===== config.mk =====
export PLATFORM = sky130hd
export DESIGN_NAME = des_tdes_control_unit
export DESIGN_NICKNAME = d
export VERILOG_FILES = /design/src/rtl/des_tdes_control_unit.sv
export SDC_FILE = /design/constraint.sdc
export NUM_CORES = 1
export LEC_CHECK = 0
export ABC_AREA = 1
export CORE_UTILIZATION = 45
export CTS_BUF_LIST = sky130_fd_sc_hd__clkbuf_4 sky130_fd_sc_hd__clkbuf_8 sky130_fd_sc_hd__clkbuf_16
export DETAILED_ROUTE_END_ITERATION = 6
export PLACE_DENSITY = 0.79
export REMOVE_ABC_BUFFERS = 1
export SYNTH_ARGS = -nofsm -noshare
export SYNTH_HDL_FRONTEND = slang
export SYNTH_SLANG_ARGS = --single-unit

===== constraint.sdc =====
create_clock -name clk -period 1.5 [get_ports clk]
set_input_delay 0.3 -clock clk [delete_from_list [all_inputs] [get_ports clk]]
set_output_delay 0.3 -clock clk [all_outputs]
set_load 0.05 [all_outputs]

===== src/rtl/des_tdes_control_unit.sv =====
// des_tdes_control_unit
// Sequencer for an iterative DES / 3DES (EDE) datapath. It runs one IP, then
// ROUNDS Feistel rounds per pass (1 or 3 passes back to back), then one FP.
// The inner FP/IP pairs between 3DES passes cancel, so the passes are fused
// and no permutation is issued between them.
//
// Handshakes: a request is accepted on a cycle where start_valid && start_ready,
// and start_ready is high only in IDLE. A result is handed over on a cycle
// where out_valid && out_ready. out_valid stays high and the result is held
// until that cycle.
//
// pass_idx and round_idx hold their last values through FINAL. They read 0 in
// IDLE, DONE and ERROR. key_sel and key_dir are only meaningful while busy and
// read 0 otherwise.

module des_tdes_control_unit #(
    parameter int ROUNDS = 16,
    parameter int CNT_W  = 5
) (
    input  logic             clk,
    input  logic             rst,
    input  logic             start_valid,
    output logic             start_ready,
    input  logic             mode_3des,
    input  logic             decrypt,
    input  logic             key_ready,
    input  logic             abort,
    input  logic             out_ready,
    output logic             out_valid,
    output logic             error,
    output logic             busy,
    output logic [1:0]       pass_idx,
    output logic [CNT_W-1:0] round_idx,
    output logic [1:0]       key_sel,
    output logic             key_dir,
    output logic             en_ip,
    output logic             en_round,
    output logic             en_fp,
    output logic             sel_input,
    output logic [2:0]       state
);

    typedef enum logic [2:0] {
        S_IDLE  = 3'd0,
        S_LOAD  = 3'd1,
        S_ROUND = 3'd2,
        S_FINAL = 3'd3,
        S_DONE  = 3'd4,
        S_ERROR = 3'd5
    } state_t;

    localparam logic [CNT_W-1:0] LAST_ROUND = CNT_W'(ROUNDS - 1);

    state_t           st;
    logic [1:0]       pass_q;
    logic [CNT_W-1:0] round_q;
    logic             mode_q;
    logic             dec_q;
    logic [1:0]       last_pass;

    // The final pass index depends on the mode captured at accept.
    assign last_pass = mode_q ? 2'd2 : 2'd0;

    // Control FSM with its pass/round counters and the mode captured at accept.
    always_ff @(posedge clk) begin
        if (rst) begin
            st      <= S_IDLE;
            pass_q  <= 2'd0;
            round_q <= '0;
            mode_q  <= 1'b0;
            dec_q   <= 1'b0;
        end else begin
            case (st)
                S_IDLE: begin
                    pass_q  <= 2'd0;
                    round_q <= '0;
                    if (start_valid) begin
                        mode_q <= mode_3des;
                        dec_q  <= decrypt;
                        st     <= key_ready ? S_LOAD : S_ERROR;
                    end
                end
                S_LOAD: begin
                    st <= abort ? S_IDLE : S_ROUND;
                end
                S_ROUND: begin
                    if (abort) begin
                        st      <= S_IDLE;
                        pass_q  <= 2'd0;
                        round_q <= '0;
                    end else if (round_q == LAST_ROUND) begin
                        if (pass_q == last_pass) begin
                            st <= S_FINAL;
                        end else begin
                            round_q <= '0;
                            pass_q  <= pass_q + 2'd1;
                        end
                    end else begin
                        round_q <= round_q + 1'b1;
                    end
                end
                S_FINAL: begin
                    st      <= abort ? S_IDLE : S_DONE;
                    pass_q  <= 2'd0;
                    round_q <= '0;
                end
                S_DONE: begin
                    if (out_ready) begin
                        st <= S_IDLE;
                    end
                end
                S_ERROR: begin
                    if (!start_valid) begin
                        st <= S_IDLE;
                    end
                end
                default: begin
                    st      <= S_IDLE;
                    pass_q  <= 2'd0;
                    round_q <= '0;
                end
            endcase
        end
    end

    // Status and enables are plain decodes of the registered state.
    assign state       = st;
    assign start_ready = (st == S_IDLE);
    assign out_valid   = (st == S_DONE);
    assign error       = (st == S_ERROR);
    assign busy        = (st == S_LOAD) || (st == S_ROUND) || (st == S_FINAL);
    assign en_ip       = (st == S_LOAD);
    assign sel_input   = (st == S_LOAD);
    assign en_round    = (st == S_ROUND);
    assign en_fp       = (st == S_FINAL);
    assign pass_idx    = pass_q;
    assign round_idx   = round_q;

    // EDE key order: decrypt walks K3,K2,K1. The middle 3DES pass runs in the
    // opposite direction to the outer two.
    assign key_sel = !busy   ? 2'd0 :
                     !mode_q ? 2'd0 :
                     dec_q   ? (2'd2 - pass_q) : pass_q;
    assign key_dir = busy && (dec_q ^ (mode_q && (pass_q == 2'd1)));

endmodule


==> results by group, run 1 <==
Floorplan
  • Initial Utilization: 49.50%
  • Die width: 46.06 um
  • Row count: 15
  • IO Pins: 29
  • Die height: 46.06 um

Placed design
  • PortBufs: 28
  • Detail Placement HPWL: 2191 um
  • Routability cong.: 0.8837

Run status
  • Failing step: global routing
  • Error: [ERROR DPL-0038] Utilization greater than 100%, impossible to legalize
  • Status: did not finish

Clock tree
  • # hold bufs at CTS: 0
  • Longest Clk Path Bufs: 2
  • Clock sink count: 12
  • Number of CTS-inserted buffers: 3
  • Root Buffer: clkbuf_4
  • H-tree Lvls: 1

STA
  • Worst_ep grt: key_sel[1]
  • Worst End Pin Type: output port

Yosys
  • Register bit total from synthesis: 12
  • Warnings from Yosys: 0
  • Post-Syn Area: 873.3 sq um
  • Mean Syn Cell Area: 6.566 sq um
  • Cell variety after synth: 26
  • Synth Instances: 133
  • Synth area leader: dfxtp_1
  • Top-area cell type share of the netlist area: 27.51%
  • Seq/Total Area, Yosys: 27.51%
  • Synth area leaders: dfxtp_1 28%, nor2_1 9.5%, nand2_1 9.0%

Global route
  • Largest net degree at the start of global routing: 10
==> logic make-up after synthesis <==
group | share of synthesized area, %
and+or+nand+nor | 48.42
buffers and inverters | 11.18
AOI/OAI and AO/OA | 9.025
DFF | 27.51
adders and majority gates | 2.865
xor gates and xnor gates | 1.003
==> what timing repair did <==
item | in CTS
setup buffers | 8
cloned | 0
pin swaps | 4
endpoints found under the setup margin | 10
gates resized for setup | 34
==> synthesized netlist by cell type (all sizes together) <==
cell type / n
nand3b: 1
xor2: 1
buf: 2
nand3: 11
ha: 2
dfxtp: 12
or2: 1
o21ai: 8
nand2: 29
clkinv: 2
a21oi: 7
nand4: 6
nor3: 6
inv: 19
nor2: 26
==> through the flow <==
stage / std cells / hold WS (ps) / setup TNS (ps) / setup slack (ps) / area, sq um
after floorplan: 131 / 369.1 / -15400 / -1847 / 854.6
after global placement: 199 / 494.7 / -138.3 / -41.13 / 1489
after detailed placement: 199 / 515.0 / -621.0 / -144.3 / 1489
after CTS: 211 / 527.3 / -406.4 / -139.3 / 1702
==> run 2: changes to the inputs <==
--- a/config.mk
+++ b/config.mk
@@ -6,10 +6,10 @@
 export NUM_CORES = 1
 export LEC_CHECK = 0
 export ABC_AREA = 1
-export CORE_UTILIZATION = 45
-export CTS_BUF_LIST = sky130_fd_sc_hd__clkbuf_4 sky130_fd_sc_hd__clkbuf_8 sky130_fd_sc_hd__clkbuf_16
+export CORE_AREA = 2 2 63 65
 export DETAILED_ROUTE_END_ITERATION = 6
-export PLACE_DENSITY = 0.79
+export DIE_AREA = 0 0 65 67
+export PLACE_DENSITY_LB_ADDON = 0.15
 export REMOVE_ABC_BUFFERS = 1
 export SYNTH_ARGS = -nofsm -noshare
 export SYNTH_HDL_FRONTEND = slang
==> results by group, run 2 <==
Finish
  • Fin nets: 201
  • Antenna diode count: 0
  • Commonest non-fill, non-tap cell in the layout: buf_4
  • Layout area overhead: 107.6%
  • Commonest cells after routing, fill and taps aside: 23 x buf_4, 20 x nand2_1, 20 x buf_12, 17 x nor2_1, 12 x inv_1
  • Max reg flops: 5
  • Share of cells above drive strength 1: 49.74%
  • Final core occ: 50.28%
  • Design Area, Final: 1813 sq um

Power
  • Pwr Density: 2013 nW/um^2
  • Pleak: 0.8393 nW
  • VDD IR-drop max: 0.0007378 V

Global route
  • Total GRT Usage: 12.71%
  • Global-route wire length before repair: 4388 um
  • Antenna violations before repair: 0
  • Aggregate global routing overflow: 0
  • Vias in the first global route: 970
  • Largest net degree at the start of global routing: 10

Floorplan
  • Die ar.: 4355 sq um
  • Die width: 65 um (+41%)
  • IO Pins: 29 (unchanged)
  • Row count: 22 (+7)
  • Die height: 67 um (+45%)
  • Initial Utilization: 24.22% (-25 points)
  • Core Box Area: 3606 sq um

Yosys
  • Mean Syn Cell Area: 6.566 sq um (unchanged)
  • Top-area cell type share of the netlist area: 27.51% (unchanged)
  • Commonest cells in the netlist: 22 x nor2_1, 21 x nand2_1, 16 x inv_1
  • Seq/Total Area, Yosys: 27.51% (unchanged)
  • Post-synth top flop: dfxtp_1
  • Register bit total from synthesis: 12 (unchanged)
  • Most common cell in the netlist: nor2_1
  • Warnings from Yosys: 0 (unchanged)
  • Cell variety after synth: 26 (unchanged)
  • Synth area leader: dfxtp_1
  • Synth area leaders: dfxtp_1 28%, nor2_1 9.5%, nand2_1 9.0%
  • EDFF count, synth: 0 (unchanged)
  • Post-Syn Area: 873.3 sq um (unchanged)
  • Synth Instances: 133 (unchanged)
  • Post-synthesis async set-or-reset flop share: 0% (unchanged)

Min path
  • Hold_sp: round_idx[4]
  • Hold Path Sink: round_idx[4]
  • Hold Path Depth: 2
  • Tightest Hold Check Type: register to register

Route
  • ANT nets after route: 0
  • Detailed Route Iter0 Violations: 34
  • WL/cell: 10.98 um
  • Vias: 1029
  • Routed vias/inst: 4.342
  • Detailed-route DRC error count: 0
  • Wirelength, routed: 2602 um
  • DR pass1 iterations: 4

STA
  • PnR worst setup slack: -106.9 ps
  • Pins Over Slew Limit: 0
  • Setup TNS: -194.3 ps
  • Skew final: 3.123 ps
  • Min Clock Period, post-route: 1607 ps
  • Final hold vios: 0
  • Relative slew slack: 79.43%
  • Final setup fails: 3
  • Crit share post-route: 107.1%
  • Worst Hold Slack: 502.5 ps
  • Worst-Margin Slew: 307.4 ps
  • RSZ-0062 raised after global routing: yes
  • Max Fclk: 0.6223 GHz

Clock tree
  • Clk slew on worst S/H paths: 50 ps
  • Worst-Skew Late Latency: 240 ps
  • Root Buffer: clkbuf_8
  • CTS tree: yes
  • Longest Clk Path Bufs: 2 (unchanged)
  • H-tree Lvls: 1 (unchanged)
  • Number of CTS-inserted buffers: 3 (unchanged)
  • Clock sink count: 12 (unchanged)

Run status
  • Violated checks: setup timing
  • Status: complete, but fails checks

Placed design
  • Post-place setup slack: -84.91 ps (+59.39 ps)
  • Dpl cell area: 1540 sq um (+3.4%)
  • Detail Placement HPWL: 1994 um (-9.0%)
  • PortBufs: 28 (unchanged)
  • Routability cong.: 0.8688 (-1.7%)

Setup path
  • Critical path startpoint category: register
  • Flop-to-flop setup slack: 150 ps
  • Worst R2R Start: state[0]
  • CP Capture Type: primary output
  • Crit-path max FO: 2
  • Req. time, crit path: 1200 ps
  • Reg2reg end: state[2]
  • Cells on worst reg2reg path: 9
  • WP data arrival: 1310 ps
  • CP Class: register to primary output

Run
  • Max cap viols: 0
run 2: cell counts after synthesis:
No cell type changed its count.
run 2: per-layer routing:
layer  part of all wire, %  GRT usage, %  vias up
li1                      -             -      544
met1                    46         16.94      463
met2                    49         20.36       22
met3                   5.5         3.716        0
met4                     0         2.394        0
met5                     0             0        -
run 2: what timing repair did:
action / 4_1_cts / 5_1_grt
setup buffers: 2 / 7
hold buffers: 0 / 0
gates cloned: 0 / 0
pin swaps: 5 / 6
setup endpoints to repair: 10 / 9
resized for setup: 21 / 27
run 2: critical path, stage by stage, from the launching register on:
cell and delay (ps):
dfxtp_2 330, inv_2 50, ha_4 250, a21oi_4 120
nor3_2 50, buf_4 140, buf_12 140
run 2: cells by family (layout without fill, tap and decap cells):
group                      after synthesis  count (layout)  synth area share (%)
AOI/OAI and AO/OA                       15              15                 9.025
DFF                                     12              12                 27.51
xor gates and xnor gates                 1               1                 1.003
buffers and inverters                   23              79                 11.18
and+or+nand+nor                         80              80                 48.42
adders and majority gates                2               2                 2.865
run 2: worst max-delay path by stage:
stage	start	to	slack, ps
after floorplan	state[0]	state[1]	-1850
after global placement	abort	round_idx[3]	-50
after detailed placement	abort	state[2]	-80
after CTS	pass_idx[1]	key_sel[1]	-190
after global routing	pass_idx[1]	key_sel[1]	-160
final	pass_idx[1]	key_sel[1]	-110
run 2: through the flow:
step                cells  power (mW)
floorplan             131       1.755
global placement      225       2.887
detailed placement    225       2.897
CTS                   230       3.370
global route          237       3.879
finish                237       3.649
run 2: final cells by class:
type,count,area [sq um]
Fill cell,341,1793
Inverter,21,93.84
Clock buffer,3,41.29
Sequential cell,12,251.5
Timing Repair Buffer,55,716.9
Tap cell,48,60.06
Multi-Input combinational cell,98,649.4
run 2: power breakdown:
group	switching [mW]	internal [mW]	total [mW]
Clock	0.121	0.177	0.299
Combinational	1.50	1.32	2.82
Sequential	0.109	0.422	0.531
Total	1.73	1.92	3.65
No activity file was read; power rests on OpenSTA's default activity.
==> edit: new RTL, flow settings as in run 2 <==
Register the input `mode_3des` before use, with the module's reset. The logic sees it one clock later. The other inputs are not delayed to match.
--- a/src/rtl/des_tdes_control_unit.sv
+++ b/src/rtl/des_tdes_control_unit.sv
@@ -52,4 +52,14 @@
     localparam logic [CNT_W-1:0] LAST_ROUND = CNT_W'(ROUNDS - 1);
 
+    logic mode_3des_q;
+
+    always_ff @(posedge clk) begin
+        if (rst) begin
+            mode_3des_q <= '0;
+        end else begin
+            mode_3des_q <= mode_3des;
+        end
+    end
+
     state_t           st;
     logic [1:0]       pass_q;
@@ -76,5 +86,5 @@
                     round_q <= '0;
                     if (start_valid) begin
-                        mode_q <= mode_3des;
+                        mode_q <= mode_3des_q;
                         dec_q  <= decrypt;
                         st     <= key_ready ? S_LOAD : S_ERROR;
Function: changed (a bounded check fails within 4 cycles, from zero or initial values and one cycle with rst high).
==> edit against run 2 <==
The run still ends with negative setup slack left; routed wire length down 7.6%; sequential cell count up 1; utilization decreased by 2.6 points; global-route usage shrank 0.56 points; design area shrank 5.2%; worst setup slack better by 14 ps; power decreased by 15%; synthesized area shrank 8.5%; register-to-register slack worse by 80 ps; clock power up 6.7%; cell count decreased by 2.5%; count of clock-buffer cells in the layout up 1; synthesized cell count shrank 6.0%; critical endpoint unchanged; largest power group unchanged.
==> edit: results <==
[logic_synthesis]
synth_seq_area_share_pct = 32.55
synth.cells.most_frequent = "25 x nand2_1, 19 x nor2_1, 17 x inv_1, 13 x dfxtp_1, 10 x a21oi_1"
post_synth_main_area_contributors = "dfxtp_1 33%, nand2_1 12%, nor2_1 8.9%, inv_1 8.0%, a21oi_1 6.3%"
per_instance_average_area_after_synthesis_um2 = 6.396

[place]
pre_cts_slack_ps = -112.7
gpl.final_weighted_congestion = 0.8227
detailedPlacementHpwl_um = 1861
dp_cells = 217
placed_cell_area_mm2 = 0.001474

[drt]
drt_first_iter_violations = 43
dr_total_vias = 968
wirelength_um = 2405

[global_route]
grt_start_max_net_pins = 8
grt_use_total_pct = 12.15
first_global_vias = 983
global_route_wire_length_before_repair_um = 4202

[cells_and_area]
fillers = 362
drive_gt1_share_pct = 49.18
layout.cells.non_filler = 231

[status]
failed_checks = "negative setup slack"
run_status = "finished, violations left"

[setup_path]
worst-endpoint-arrival_ps = 1290

[timing]
finClkSkew_ps = 2.472
final_tns_setup_ps = -252.6
timing.final.setup_violations = 6
finalWorstSetupSlack_ps = -93.08

[worst_hold_path]
hold_path_startpoint = "mode_3des_q"

[power_and_ir_drop]
power.leakage_nw = 0.7278
peak_supply_drop_mv = 0.7338

[clock_tree]
cts_resized = 28
[edit: cell count changes after synthesis, moves of 3 or more]
cell     delta
a21oi_1     +3
nand2_1     +4
nand2_2     -3
nor2_1      -3
[edit: worst paths after layout]
check,end,cells after the start,slack (ps)
worst max-delay path,key_sel[1],6,-90
worst min-delay path,mode_q,2,510
worst max register to register,round_idx[3],7,70
worst min register to register,mode_q,2,510
[edit: cell families after synthesis]
kind of cell / count (synthesis) / share of synthesized area (%)
adder cells (fa/ha/maj): 2 / 3.129
AO/OA/AOI/OAI: 17 / 11.11
flip-flops: 13 / 32.55
buffers and inverters: 20 / 9.858
XOR/XNOR: 1 / 1.096
AND/OR/NAND/NOR: 72 / 42.25
[edit: routing by layer]
metal | vias to the layer above | routed length, µm | global-route usage (%)
met4 | 0 | 5 | 1.596
li1 | 517 | - | -
met5 | - | 0 | 0
met3 | 2 | 121 | 3.378
met1 | 429 | 1105 | 14.95
met2 | 20 | 1172 | 21.52
[edit: final cells by class]
| cell class | count | area, µm² | area share [%] |
|---|---|---|---|
| Inverter | 18 | 73.82 | 4.294 |
| Clock buffer | 4 | 45.04 | 2.620 |
| Tap cell | 48 | 60.06 | 3.493 |
| Timing Repair Buffer | 56 | 711.9 | 41.41 |
| Sequential cell | 13 | 266.5 | 15.50 |
| Multi-Input combinational cell | 92 | 561.8 | 32.68 |
[edit: critical path, cell delays in order (launching register included)]
cell     delay [ps]
dfxtp_2         330
inv_2            50
ha_4            260
a21oi_2          50
nor3_2          100
buf_4           140
buf_12          120
[edit: power by group through the flow]
stage	logic [W]	registers [W]	clock network, W
floorplan	0.000811	0.000645	0
global placement	0.00192	0.000449	0
detailed placement	0.00193	0.000452	0
CTS	0.00223	0.000466	0.000325
global route	0.00247	0.000477	0.000335
finish	0.00232	0.000468	0.000319
